[src/rtl/msg_register_writer.sv]
// Message-stream consumer: decodes header/payload packets and turns payload
// words addressed to MODULE_ID into single-cycle register write strobes.
module msg_register_writer #(
    parameter int MSG_WIDTH         = 32,
    parameter int MSG_LENGTH_WIDTH  = 8,
    parameter int MAX_PACKET_LENGTH = 64,
    parameter int ID_WIDTH          = 8,
    parameter int MODULE_ID         = 1,
    parameter int ADDR_WIDTH        = 7,
    parameter int DATA_WIDTH        = MSG_WIDTH - 1 - ADDR_WIDTH
) (
    input  logic                  clk,
    input  logic                  rst_n,
    input  logic [MSG_WIDTH-1:0]  in_msg,
    input  logic                  in_msg_nd,
    output logic                  reg_we,
    output logic [ADDR_WIDTH-1:0] reg_addr,
    output logic [DATA_WIDTH-1:0] reg_data,
    output logic                  busy,
    output logic                  error
);

    localparam logic [1:0] IDLE  = 2'd0;
    localparam logic [1:0] WRITE = 2'd1;
    localparam logic [1:0] SKIP  = 2'd2;

    localparam logic [MSG_LENGTH_WIDTH-1:0] MAX_LEN =
        MSG_LENGTH_WIDTH'(MAX_PACKET_LENGTH);
    localparam logic [ID_WIDTH-1:0] MY_ID = ID_WIDTH'(MODULE_ID);

    logic [1:0]                  state;
    logic [MSG_LENGTH_WIDTH-1:0] remaining;

    logic                        is_hdr;
    logic [ID_WIDTH-1:0]         hdr_id;
    logic [MSG_LENGTH_WIDTH-1:0] hdr_len;
    logic                        hdr_too_long;
    logic [1:0]                  hdr_next;
    logic                        last_word;

    assign is_hdr       = in_msg[MSG_WIDTH-1];
    assign hdr_id       = in_msg[MSG_WIDTH-2 -: ID_WIDTH];
    assign hdr_len      = in_msg[MSG_LENGTH_WIDTH-1:0];
    assign hdr_too_long = hdr_len > MAX_LEN;
    assign last_word    = remaining == MSG_LENGTH_WIDTH'(1);

    // Header decode is identical in every state; only the error term differs.
    always_comb begin
        hdr_next = IDLE;
        if (hdr_len == '0)
            hdr_next = IDLE;
        else if (hdr_too_long || hdr_id != MY_ID)
            hdr_next = SKIP;
        else
            hdr_next = WRITE;
    end

    always_ff @(posedge clk or negedge rst_n) begin
        if (!rst_n) begin
            state     <= IDLE;
            remaining <= '0;
            reg_we    <= 1'b0;
            reg_addr  <= '0;
            reg_data  <= '0;
            busy      <= 1'b0;
            error     <= 1'b0;
        end else begin
            reg_we <= 1'b0;
            error  <= 1'b0;
            if (in_msg_nd) begin
                if (is_hdr) begin
                    error     <= (state != IDLE) || hdr_too_long;
                    remaining <= hdr_len;
                    state     <= hdr_next;
                    busy      <= hdr_next != IDLE;
                end else begin
                    unique case (state)
                        WRITE: begin
                            reg_we    <= 1'b1;
                            reg_addr  <= in_msg[MSG_WIDTH-2 -: ADDR_WIDTH];
                            reg_data  <= in_msg[DATA_WIDTH-1:0];
                            remaining <= remaining - 1'b1;
                            if (last_word) begin
                                state <= IDLE;
                                busy  <= 1'b0;
                            end
                        end
                        SKIP: begin
                            remaining <= remaining - 1'b1;
                            if (last_word) begin
                                state <= IDLE;
                                busy  <= 1'b0;
                            end
                        end
                        default: begin
                            error <= 1'b1;
                            state <= IDLE;
                            busy  <= 1'b0;
                        end
                    endcase
                end
            end
        end
    end

endmodule
[config.mk]
export PLATFORM = sky130hd
export DESIGN_NAME = msg_register_writer
export DESIGN_NICKNAME = d
export VERILOG_FILES = /design/src/rtl/msg_register_writer.sv
export SDC_FILE = /design/constraint.sdc
export NUM_CORES = 1
export LEC_CHECK = 0
export CAP_MARGIN = 20
export CORE_MARGIN = 2
export CORE_UTILIZATION = 25
export DETAILED_ROUTE_END_ITERATION = 8
export GPL_TIMING_DRIVEN = 0
export SKIP_LAST_GASP = 1
export SLEW_MARGIN = 20
export SYNTH_ARGS = -nofsm -noshare
export SYNTH_HDL_FRONTEND = slang
export SYNTH_SLANG_ARGS = --single-unit
export TNS_END_PERCENT = 100
[constraint.sdc]
create_clock -name clk -period 2.9 [get_ports clk]
set_clock_uncertainty 0.1 [all_clocks]
set_input_delay 0.58 -clock clk [delete_from_list [all_inputs] [get_ports clk]]
set_output_delay 0.58 -clock clk [all_outputs]
set_load 0.03 [all_outputs]
-- Word-level counts from Yosys, hierarchy flattened
Cells that the tools add are included.
- register bits after elaboration: 44
- bits of input ports: 35
- output and inout port bits: 34
- word-level logic and storage cells: 41
- add/sub/neg operators: 1
- order comparisons: 1
- equality and inequality tests: 5
- mux-type cells: 16
- bitwise operators: 1
- reduce and logical (&&, ||, !) cells: 10
- operators with widths (kind ; number):
    $mux 8 ; 2
    $mux 2 ; 5
    $mux 1 ; 9
    $eq 8x1->1 const B ; 1
    $gt 8x7->1 const B ; 1
    $logic_not 8->1 ; 1
    $ne 8x1->1 const B ; 1
    $sub 8x1->8 const B ; 1
    $reduce_bool 2->1 ; 3
    $reduce_and 2->1 ; 2
    $ne 3x1->1 const B ; 1
    $reduce_and 3->1 ; 1
    $eq 2x1->1 const B ; 1
    $eq 2x2->1 const B ; 1
    $logic_or 1x1->1 ; 2
    $reduce_or 2->1 ; 1
    $not 1->1 ; 1

-- Depth between registers and ports, before layout
- depth in word-level cells: 6
- gate-level depth with buffers: 6
- depth with buffers taken out: 6

-- Least setup slack after synthesis
Ideal clock, no wire load.
- kind: flip-flop to flip-flop
- start point: register state[0]
- end point: register remaining[5]
- setup time: 0.125 ns
- data arrival time: 1.343 ns
- data required time: 2.675 ns
- setup slack: 1.332 ns
- cell stages (with the launch flop): 7
- buffers on the path: 0
- clock period less this slack: 1.568 ns
- path through: dfrtp_1 -> inv_1 -> ha_1 -> nor4b_2 -> nand2_1 -> mux2i_1 -> a21oi_1
- longest elaborated chain between the ends: 4
- elaborated cells on any way between the ends: 5
- classes of those cells: 2 x eq/ne; 3 x reduce/logical
- ends and longest elaborated chain (what ; line ; RTL):
    start: declaration ; 31 ; logic [1:0] state;
    start signal: assignment ; 74 ; state <= hdr_next;
    $eq 2x2->1 / $eq 2x1->1 (equally long branches) ; 77 ; unique case (state)
    $reduce_or 2->1 (no line) * ; - ;
    $reduce_bool 2->1 (no line) * ; - ;
    $reduce_and 2->1 (no line) * ; - ;
    end signal: assignment ; 73 ; remaining <= hdr_len;
    end signal: assignment ; 82 ; remaining <= remaining - 1'b1;
    end signal: assignment ; 89 ; remaining <= remaining - 1'b1;
    end: declaration ; 32 ; logic [MSG_LENGTH_WIDTH-1:0] remaining;
Every way passes the cells marked *; elsewhere a longest branch is shown, timed or not.
A chain may end at the register's enable or synchronous reset.

-- Final worst setup path
- start point: register reg_data[2]
- end point: output port reg_data[2]
- RTL lines (what ; line ; RTL):
    start: declaration ; 18 ; output logic [DATA_WIDTH-1:0] reg_data,
    start signal: assignment ; 81 ; reg_data <= in_msg[DATA_WIDTH-1:0];
No word-level cell between the ends.

==> metrics.cfg <==
[cells_and_area]
fin_nets = 266
final_layout_size_suffix_gt1_share_pct = 8.77
fillers = 771
area_growth_pct = 47.1
final_util_pct = 37.5
fin_area_um2 = 2860
antenna_cells = 0

[floorplanning]
boundaryPins = 69
start_util_pct = 25.5
core_area_um2 = 7610
die_area_um2 = 8490
fp.dieW_um = 92.1
rows = 32
die_h_um = 92.1

[global_route]
grt_max_degree = 25
gr-total-overflow = 0
grt_pass1_wl_um = 7370
grt_antenna_before_repair = 0
globalRouteTotalUtil_pct = 11.0
grt_pass1_vias = 1508

[timing]
rsz0062_at_grt = false
finalSetupViolations = 0
fin_crit_sh_pct = 69.5
finalHoldViolCount = 0
worst_pin_slew_ps = 601
drv_slew = 0
hold_ws_ps = 185
max_slew_margin_pct = 59.9
post-route-min-period_ps = 2020
finalSetupTns_ps = 0
fmax_mhz = 496

[yosys]
synth_edf_count = 0
netlist_instances = 152
syn-cell-area_um2 = 1940
yosysTopAreaCellShare_pct = 56.7
syn-num-nets = 191
synthDistinctLibCells = 33
synth.avg_cell_area_um2 = 12.8
synth_compound_area_share_pct = 9.34
yosysMostFrequentCell = dfrtp_1
synth_common_cells = dfrtp_1 (44), mux2_1 (30), nand2_1 (13)
muxShareOfSynthArea_pct = 18.9
yosysWarnings = 0
synth_top_family_by_area = multiplexers
async_reset_ff_share_pct = 100
synth_top_area_cell = dfrtp_1
yosysSeqAreaShare_pct = 56.7
synthSimpleGateAreaFrac_pct = 9.15
synth_ff_type = dfrtp_1
ys_seq_elements = 44
synth_xor_xnor_area_share_pct = 0
synth_area_leaders = dfrtp_1 (57%), mux2_1 (17%), ha_1 (2.6%)
synthAdderAreaFrac_pct = 2.58

[power]
vdd_drop_max_mv = 0.228
p_leak_nw = 1.33
power_density_nw_per_um2 = 435

[drt]
vias_per_cell = 4.40
drc = 0
num_vias = 1453
drt_first_pass_iters = 4
drtAntennaViolNets = 0
routedWlPerCell_um = 13.2
wirelength_um = 4360
drt_iter0_drc = 92

[worst_setup_path]
setup.worst_path.end_class = primary output
startpoint_type = flop
path_max_fanout = 2
rrSetupSlack_ps = 1130
slowest_delay_ps = 700
crit_type = flop to primary output
crit_chain = clkdlybuf4s50_1
cp_num_buf_inv = 1
required_ps = 2220
cpLargestDelayFamily = buffers and inverters
cp_slowest_cell = clkdlybuf4s50_1
arrival_ps = 1340

[cts]
htreeDepth = 2
cts_root_buffer = clkbuf_8
cts_hold_buffers = 0
numCtsBuffers = 5
clk_pin_slew_ps = 80
cts.sinks = 44
postCtsResizedCells = 0
cts_tree = done
max-clock-path-buffers = 2
clk_latency_ps = 290
postCtsSetupBuffers = 0

[hold_path]
hold_path_class = input pin to async pin

[flow_run]
maxCapViolCount = 0

[placed_design]
port_buffers = 67
placed_area_um2 = 2760
routabilityCongestion = 0.751
hpwl_um = 3330

[outcome]
status = completed

layout make-up:
type / count / area [um2] / share of cell area (%)
plain buffers: 5 / 37.5 / 1.31
clock buffers: 7 / 86.3 / 3.02
clock inverters: 1 / 7.51 / 0.263
inverters: 7 / 26.3 / 0.920
multi-input cells: 96 / 777 / 27.2
flip-flops and latches: 44 / 1100 / 38.5
well taps: 102 / 128 / 4.47
repair buffers: 68 / 693 / 24.3
report_power, final:
part | switching [W] | internal [W] | total [W]
logic | 0.0000812 | 0.0000938 | 0.000175
registers | 0.0000289 | 0.000639 | 0.000668
clock network | 0.000207 | 0.000194 | 0.000401
total | 0.000317 | 0.000927 | 0.00124
cells by family (layout without fill, tap and decap cells):
kind of cell	count (synthesis)	after routing
adders and majority gates	4	4
DFF	44	44
buffers and inverters	12	88
AOI/OAI and AO/OA	29	29
muxes	33	33
and+or+nand+nor	30	30
per-layer routing:
layer  share of wire, %  up-vias  global-route usage (%)
met5                  0        -                       0
met4                1.7        0                    4.35
met3                6.6        7                    4.19
met2                 51       38                    18.4
met1                 41      709                    12.8
li1                   -      699                       -
path summary, 6_finish.rpt:
| check | startpoint | to | cells after the start |
|---|---|---|---|
| min | rst_n | reg_data[8]$_DFFE_PN0P_ | 1 |
| max reg2reg | state[0]$_DFFE_PN0P_ | remaining[5]$_DFFE_PN0P_ | 6 |
| min in group clk | reg_addr[2]$_DFFE_PN0P_ | reg_addr[2]$_DFFE_PN0P_ | 1 |
| min reg2reg | reg_addr[2]$_DFFE_PN0P_ | reg_addr[2]$_DFFE_PN0P_ | 1 |
| max in group asynchronous | rst_n | remaining[2]$_DFFE_PN0P_ | 2 |
| max | reg_data[2]$_DFFE_PN0P_ | reg_data[2] | 1 |
registers in the layout, summed over array words and instances, names as in the netlist:
| signal | flops |
|---|---|
| remaining | 8 |
| state | 2 |
| reg_data | 24 |
| reg_we | 1 |
| error | 1 |
| busy | 1 |
| reg_addr | 7 |
through the flow:
step | cells | setup slack (ps) | total power [W]
after global placement | 321 | -170 | 0.000852
after floorplan | 152 | 1330 | 0.000759
after detailed placement | 322 | 619 | 0.000857
final | 330 | 884 | 0.00124
after global routing | 330 | 805 | 0.00131
after CTS | 330 | 857 | 0.00127
cells in the final DEF, fill, tap and decap left out, drive strengths merged:
cell type,Yosys,layout
o22ai,7,7
a22oi,1,1
nand4,1,1
or2,1,1
clkbuf,1,8
nor4,3,3
ha,4,4
inv,7,7
nand2,14,14
o21bai,1,1
a22o,2,2
nor3,1,1
a21o,2,2
mux2i,3,3
clkdlybuf4s50,0,66
nor4b,2,2
a21oi,7,7
clkinvlp,0,1
nor2,3,3
buf,4,6
nand3,3,3
o21ai,6,6
o2bb2ai,1,1
dfrtp,44,44
and4bb,2,2
mux2,30,30
a31oi,2,2
Note: power is estimated with default switching activity, not from simulation.
